==> src/rtl/pipe_hazard_ctrl.sv <==
`default_nettype none
// +----------------------------------------------------------------------------+
// | Module      : pipe_hazard_ctrl                                             |
// | Description : Pipeline hazard controller. Merges stall requesters into a   |
// |               per-stage stall vector, defers branch flushes across stalls, |
// |               runs a debug halt/drain handshake and a stall watchdog.      |
// |               Optional perf counters enabled by PIPE_CTRL_PERF_EN.         |
// | Revision    : 1.0 - initial release                                        |
// +----------------------------------------------------------------------------+
module pipe_hazard_ctrl #(
   parameter int unsigned       STAGES      = 5,
   parameter int unsigned       NREQ        = 3,
   parameter logic [NREQ*8-1:0] REQ_DEPTH   = {8'd4, 8'd2, 8'd1},
   parameter int unsigned       FLUSH_DEPTH = 2,
   parameter int unsigned       WDOG_LIMIT  = 1023
) (
   input  logic              clk,
   input  logic              rst,
   input  logic [NREQ-1:0]   stall_req_i,
   input  logic              flush_i,
   input  logic              halt_req_i,
   output logic [STAGES-1:0] stall_o,
   output logic [STAGES-1:0] flush_o,
   output logic              halt_ack_o,
   output logic              stall_timeout_o,
   output logic [31:0]       stall_cycles_o,
   output logic [31:0]       flush_count_o
);

   localparam int unsigned       c_drain_w    = (STAGES > 2) ? $clog2(STAGES) : 1;
   localparam logic [c_drain_w-1:0] c_drain_init = c_drain_w'(STAGES - 1);
   localparam logic [STAGES-1:0] c_flush_mask = STAGES'((64'd1 << FLUSH_DEPTH) - 64'd1);
   localparam logic [31:0]       c_wd_limit   = 32'(WDOG_LIMIT);

   typedef enum logic [1:0] {
      ST_RUN    = 2'd0,
      ST_DRAIN  = 2'd1,
      ST_HALTED = 2'd2
   } state_t;

   state_t               state_q, state_d;
   logic [c_drain_w-1:0] drain_cnt_q, drain_cnt_d;
   logic                 flush_pend_q, flush_pend_d;
   logic [31:0]          wd_cnt_q, wd_cnt_d;
   logic                 timeout_q, timeout_d;
   logic                 halt_ack_q, halt_ack_d;
   logic [STAGES-1:0]    req_stall;
   logic                 eff;

   // Each asserted requester freezes stages 0..REQ_DEPTH[i]; the widest prefix wins
   always_comb begin
      req_stall = '0;
      for (int i = 0; i < int'(NREQ); i++) begin
         if (stall_req_i[i]) begin
            for (int k = 0; k < int'(STAGES); k++) begin
               if (k <= int'({24'd0, REQ_DEPTH[i*8 +: 8]})) begin
                  req_stall[k] = 1'b1;
               end
            end
         end
      end
   end

   // Halt FSM, stall/flush outputs, flush deferral and watchdog next-state
   always_comb begin
      state_d      = state_q;
      drain_cnt_d  = drain_cnt_q;
      flush_pend_d = flush_pend_q;
      wd_cnt_d     = '0;
      timeout_d    = timeout_q;
      stall_o      = '0;
      flush_o      = '0;
      eff          = 1'b0;

      if (!rst) begin
         case (state_q)
            ST_RUN: begin
               stall_o = req_stall;
               if (halt_req_i) begin
                  state_d     = ST_DRAIN;
                  drain_cnt_d = c_drain_init;
               end
            end
            ST_DRAIN: begin
               // Only fetch is frozen so older instructions can retire
               stall_o = req_stall | STAGES'(1);
               if (!halt_req_i) begin
                  state_d = ST_RUN;
               end else if (!stall_o[STAGES-1]) begin
                  if (drain_cnt_q <= c_drain_w'(1)) begin
                     drain_cnt_d = '0;
                     state_d     = ST_HALTED;
                  end else begin
                     drain_cnt_d = drain_cnt_q - 1'b1;
                  end
               end
            end
            ST_HALTED: begin
               stall_o = '1;
               if (!halt_req_i) begin
                  state_d = ST_RUN;
               end
            end
            default: begin
               state_d = ST_RUN;
            end
         endcase

         // A flush only fires in RUN with its source stage moving; otherwise it waits
         eff     = (flush_i | flush_pend_q) & (state_q == ST_RUN) & ~stall_o[FLUSH_DEPTH];
         flush_o = eff ? c_flush_mask : '0;
         if (eff) begin
            flush_pend_d = 1'b0;
         end else if (flush_i) begin
            flush_pend_d = 1'b1;
         end

         if ((WDOG_LIMIT != 0) && (state_q == ST_RUN) && (|stall_o)) begin
            wd_cnt_d = (wd_cnt_q >= c_wd_limit) ? c_wd_limit : wd_cnt_q + 32'd1;
         end
         if ((WDOG_LIMIT != 0) && (wd_cnt_d == c_wd_limit)) begin
            timeout_d = 1'b1;
         end
      end

      halt_ack_d = (state_d == ST_HALTED);
   end

   // Control state registers, all cleared asynchronously
   always_ff @(posedge clk or posedge rst) begin
      if (rst) begin
         state_q      <= ST_RUN;
         drain_cnt_q  <= '0;
         flush_pend_q <= 1'b0;
         wd_cnt_q     <= '0;
         timeout_q    <= 1'b0;
         halt_ack_q   <= 1'b0;
      end else begin
         state_q      <= state_d;
         drain_cnt_q  <= drain_cnt_d;
         flush_pend_q <= flush_pend_d;
         wd_cnt_q     <= wd_cnt_d;
         timeout_q    <= timeout_d;
         halt_ack_q   <= halt_ack_d;
      end
   end

   assign halt_ack_o      = halt_ack_q;
   assign stall_timeout_o = timeout_q;

`ifdef PIPE_CTRL_PERF_EN
   logic [31:0] stall_cycles_q, stall_cycles_d;
   logic [31:0] flush_count_q, flush_count_d;

   // Wrapping perf counters: fetch-stall cycles and issued flushes
   always_comb begin
      stall_cycles_d = stall_cycles_q + {31'd0, stall_o[0]};
      flush_count_d  = flush_count_q + {31'd0, eff};
   end

   // Perf counter registers
   always_ff @(posedge clk or posedge rst) begin
      if (rst) begin
         stall_cycles_q <= '0;
         flush_count_q  <= '0;
      end else begin
         stall_cycles_q <= stall_cycles_d;
         flush_count_q  <= flush_count_d;
      end
   end

   assign stall_cycles_o = stall_cycles_q;
   assign flush_count_o  = flush_count_q;
`else
   assign stall_cycles_o = '0;
   assign flush_count_o  = '0;
`endif

endmodule
`default_nettype wire

==> config.mk <==
export PLATFORM = sky130hd
export DESIGN_NAME = pipe_hazard_ctrl
export DESIGN_NICKNAME = d
export VERILOG_FILES = /design/src/rtl/pipe_hazard_ctrl.sv
export SDC_FILE = /design/constraint.sdc
export NUM_CORES = 1
export LEC_CHECK = 0
export ABC_AREA = 1
export ABC_CLOCK_PERIOD_IN_PS = 4200
export CAP_MARGIN = 20
export CELL_PAD_IN_SITES_DETAIL_PLACEMENT = 1
export CELL_PAD_IN_SITES_GLOBAL_PLACEMENT = 1
export CORE_MARGIN = 5
export CORE_UTILIZATION = 35
export CTS_CLUSTER_DIAMETER = 100
export CTS_CLUSTER_SIZE = 28
export DETAILED_ROUTE_END_ITERATION = 10
export PLACE_DENSITY_LB_ADDON = 0.15
export SYNTH_ARGS = -nofsm -noshare
export SYNTH_HDL_FRONTEND = slang
export SYNTH_SLANG_ARGS = --single-unit
==> constraint.sdc <==
create_clock -name clk -period 4.2 [get_ports clk]
set_input_delay 0.84 -clock clk [delete_from_list [all_inputs] [get_ports clk]]
set_output_delay 0.84 -clock clk [all_outputs]
set_load 0.03 [all_outputs]
---- Word level (Yosys, flattened, before mapping) ----
Index checks and enable logic that the tools add are counted.
word-level totals
  input port bits ......................... 7
  word-level logic and storage cells ...... 56
  bits in latches ......................... 0
  bits in writable memories ............... 0
  output and inout port bits .............. 76
  memories ................................ 0
  register bits ........................... 40
  memory bits (read-only) ................. 0
operators by class
  bitwise logic cells ..................... 5
  equality and inequality tests ........... 7
  muxes and demuxes ....................... 26
  $lt $le $gt $ge ......................... 2
  shifts and indexed selects .............. 0
  reduce and logical (&&, ||, !) cells .... 8
  add/sub/neg operators ................... 2
  multiply operators ...................... 0
  div/mod/pow operators ................... 0
operators by type and width
  kind                     count
  $mux W32                 4
  $add A32 B1 Y32 const B  1
  $eq A32 B10 Y1 const B   1
  $ge A32 B10 Y1 const B   1
  $mux W2                  9
  $mux W3                  5
  $mux W5                  3
  $pmux W5 S3              1
  $ne A2 B2 Y1 const B     3
  $pmux W2 S3              1
  $pmux W3 S2              1
  $reduce_and A5 Y1        1
  $reduce_or A5 Y1         1
  $eq A2 B2 Y1 const B     2
  $reduce_and A2 Y1        2
  $reduce_bool A2 Y1       2
  $le A3 B1 Y1 const B     1
  $sub A3 B1 Y3 const B    1
  $and A1 B1 Y1            2
  $eq A2 B1 Y1 const B     1
  $logic_not A2 Y1         1
  $mux W1                  2
  $not A1 Y1               2
  $logic_and A1 B1 Y1      1
  $or A1 B1 Y1             1

---- Longest topological paths before layout ----
  depth in word-level cells ............... 11
  depth in mapped cells ................... 14
  mapped depth without buffers ............ 13

---- Worst setup path before layout ----
Ideal clock, no wire load.
  path type ............................... input to output
  start ................................... input rst
  end ..................................... output stall_o[4]
  data required time ...................... 3.360 ns
  buffers on the path ..................... 2
  arrival time ............................ 2.900 ns
  setup slack ............................. 0.460 ns
  stages on the path ...................... 5
  cells stage by stage .................... clkbuf_1 > inv_1 > nand2_1 > a21oi_1 > buf_4
on the way
  cells in the longest elaborated chain, start to end .. 1
RTL lines
  element      line  text
  from (decl)  18    input logic rst,
  $mux W5      75    if (!rst) begin
  to (decl)    22    output logic [STAGES-1:0] stall_o,
No other way between the ends.

---- Worst setup path after layout ----
  start ................................... input stall_req_i[1]
  end ..................................... output flush_o[0]
on the way
  cells in the longest elaborated chain, start to end .. 8
RTL lines
  element        line  text
  from (decl)    19    input logic [NREQ-1:0] stall_req_i,
  $mux W3        54    if (stall_req_i[i]) begin
  $mux W5        54
  $pmux W5 S3    76    case (state_q)
  $mux W5        75
  $not A1 Y1     110   eff = (flush_i | flush_pend_q) & (state_q == ST_RUN) & ~stall_o[FLUSH_DEPTH];
  $and A1 B1 Y1  110
  $mux W2        111   flush_o = eff ? c_flush_mask : '0;
  $mux W2        75
  to (decl)      23    output logic [STAGES-1:0] flush_o,
No other way between the ends. The select of a mux whose other input is x is not followed.

==> flow_summary_export.csv <==
group,metric,value,unit
logic_synthesis,syn_area_per_cell,8.76,sq um
critical_path,critPathLaunch,"stall_req_i[1]",
cts,clock_latency,300,ps
sta,worst_pin_slew,525,ps
critical_path,crit_end,"flush_o[0]",
critical_path,rr_startpoint,"state_q[1]",
critical_path,cp_max_fo,3,
sta,setup_viol_count_final,0,
critical_path,critPathLaunchType,"primary input",
drt,routedWlPerCell,10.4,um
global_route,grt_max_degree,43,
flow_run,drv_cap,0,
placement,port_buffers,15,
global_route,antenna_found_initial,0,
floorplanning,io-pin-count,83,
critical_path,critPathRequiredTime,3360,ps
critical_path,timing.rr.end,"drain_cnt_q[2]",
logic_synthesis,synthDistinctLibCells,34,
logic_synthesis,syn_area,2360,sq um
logic_synthesis,synth_edf_count,0,
drt,drc,0,
status,status,"finished clean",
logic_synthesis,async_flop_share,100,%
drt,ant_nets,0,
logic_synthesis,synth-adder-area-share,3.70,%
floorplanning,initial_core_util,35.4,%
pwr,leakage,1.30,nW
drt,vias,1536,
logic_synthesis,synth_top_cell_area_share,42.3,%
drt,first_pass_iters,4,
global_route,overflow,0,
sta,rsz0062_at_grt,"false",
sta,finalHoldViolations,0,
logic_synthesis,yosys.area.top_type,"dfrtp_1",
floorplanning,die_w,92.2,um
pwr,ir_drop,0.000201,V
cells_and_area,finalNetCount,324,
cells_and_area,syn_to_final_growth,6.98,%
cts,clk_pin_slew,80,ps
drt,viasPerCell,3.93,
sta,finClkSkew,5.45,ps
logic_synthesis,synth.top_cells.by_count,"69 x buf_4, 40 x dfrtp_1, 38 x nand2_1, 33 x nor2_1, 19 x inv_1",
cts,holdBufCountCts,0,
cells_and_area,fill_cells,833,
logic_synthesis,synth_flop_cell,"dfrtp_1",
logic_synthesis,synthXorXnorAreaFrac,2.17,%
logic_synthesis,yosys_warnings,0,
placement,hpwl,3180,um
logic_synthesis,synth-seq-area-share,42.3,%
floorplanning,dieArea,8500,sq um
floorplanning,row_count,30,
drt,drt-total-wl,4090,um
critical_path,reg2regPathDepth,6,
placement,dp_slack,738,ps
sta,setup_slack,765,ps
cells_and_area,antenna_cells,0,
drt,first_iter_violations,28,
cts,tritoncts,"done",
sta,timing.final.crit_share,81.8,%
cts,cts_setup_buffers,0,
global_route,grt_use_total,10.2,%
cts,cts_max_path_buffers,2,
logic_synthesis,synthTopCellsByArea,"dfrtp_1 42%, buf_4 22%, nand2_1 6.0%",
logic_synthesis,synth_top_family_by_area,"buffers and inverters",
critical_path,ff2ff_setup_slack,2350,ps
critical_path,worstSetupPathType,"primary input to primary output",
floorplanning,coreArea,6680,sq um
logic_synthesis,muxShareOfSynthArea,0,%
pwr,power_density,440,nW/um^2
logic_synthesis,yosys.area_share.simple,18.0,%
cts,root_buffer,"clkbuf_8",
sta,maxSlewViolCount,0,
sta,layout_min_cycle_time,3440,ps
worst_hold_path,min_path_type,"register to register",
floorplanning,die_height,92.2,um
sta,final.setup.tns,0,ps
global_route,grt_pass1_vias,1525,
logic_synthesis,yosysMostFrequentCell,"buf_4",
critical_path,endpoint_kind,"primary output",
global_route,grt_pass1_wl,6840,um
cts,cts_buffers,5,
cts,h-tree-depth,2,
logic_synthesis,ys_ff_latch,40,
logic_synthesis,synth-compound-area-share,7.09,%
logic_synthesis,synth_cells,270,
sta,fmax,291,MHz
placement,gp_congestion,0.717,
cts,ctsResizeCount,0,
sta,timing.max_slew.rel_slack,65.0,%
cells_and_area,drive_gt1_share,10.3,%
critical_path,worstPathArrival,2600,ps
cts,clock-sinks,40,
-- cells in the final DEF, fill, tap and decap left out, types with 5 or more instances in the layout --
| master | n |
|---|---|
| inv_1 | 19 |
| nand2_1 | 38 |
| o21ai_0 | 6 |
| nor2_1 | 33 |
| clkbuf_8 | 5 |
| dfrtp_1 | 40 |
| inv_2 | 5 |
| clkdlybuf4s50_1 | 13 |
| a21oi_1 | 13 |
| ha_1 | 7 |
| o21ai_1 | 5 |
| conb_1 | 89 |
-- power breakdown --
group          internal (W)  total [W]  switching (W)  leakage [nW]
logic             0.0000878   0.000317       0.000229         0.761
registers          0.000434   0.000472      0.0000380         0.480
clock network      0.000179   0.000323       0.000144        0.0548
-- per-layer routing --
metal	up-vias	wire [um]	GRT usage [%]
li1	758	-	-
met1	727	1710	12.1
met2	44	2030	17.5
met3	7	285	3.36
met4	0	59	3.34
met5	-	0	0
-- final cells by class --
class	count	area, sq um	area share [%]
multi-input combinational	222	1070	42.1
timing repair buffer	16	153	6.03
clock inverter	3	46.3	1.83
clock buffer	5	68.8	2.72
inverter	25	95.1	3.76
tap	80	100	3.96
sequential	40	1000	39.6
-- per-stage QoR --
| step | util, % | total power (W) | instance area [sq um] | instances | hold slack [ps] |
|---|---|---|---|---|---|
| 5_1_grt | 37.9 | 0.00120 | 2530 | 391 | 518 |
| 2_1_floorplan | - | 0.000779 | 2700 | 358 | 465 |
| 3_3_place_gp | 36.1 | 0.000795 | 2410 | 383 | 450 |
| 4_1_cts | 37.9 | 0.00113 | 2530 | 391 | 484 |
| 3_5_place_dp | 36.1 | 0.000799 | 2410 | 383 | 464 |
| 6_report | 37.9 | 0.00111 | 2530 | 391 | 477 |
-- worst max-delay path: stages --
cell,delay [ps]
clkdlybuf4s50_1,420
o31ai_1,320
o211ai_1,140
nor2_1,170
clkdlybuf4s50_1,710
-- sequential cells by signal, indices dropped and copies added, names as in the netlist --
name             flops
wd_cnt_q            32
drain_cnt_q          3
state_q              2
flush_pend_q         1
halt_ack_o           1
stall_timeout_o      1
-- kinds of logic after synthesis --
kind of cell | Yosys count
xor gates and xnor gates | 5
other | 1
DFF | 40
buffers and inverters | 96
adders and majority gates | 7
and+or+nand+nor | 91
AOI/OAI and AO/OA | 30
-- how the worst min path moves through the flow --
stage                    startpoint              end  slack [ps]  depth (start not counted)
floorplan               wd_cnt_q[0]      wd_cnt_q[0]         460                          1
global placement    stall_timeout_o  stall_timeout_o         450                          2
detailed placement  stall_timeout_o  stall_timeout_o         460                          2
CTS                 stall_timeout_o  stall_timeout_o         480                          2
global route        stall_timeout_o  stall_timeout_o         520                          2
finish              stall_timeout_o  stall_timeout_o         480                          2
No activity file was read; power rests on OpenSTA's default activity.
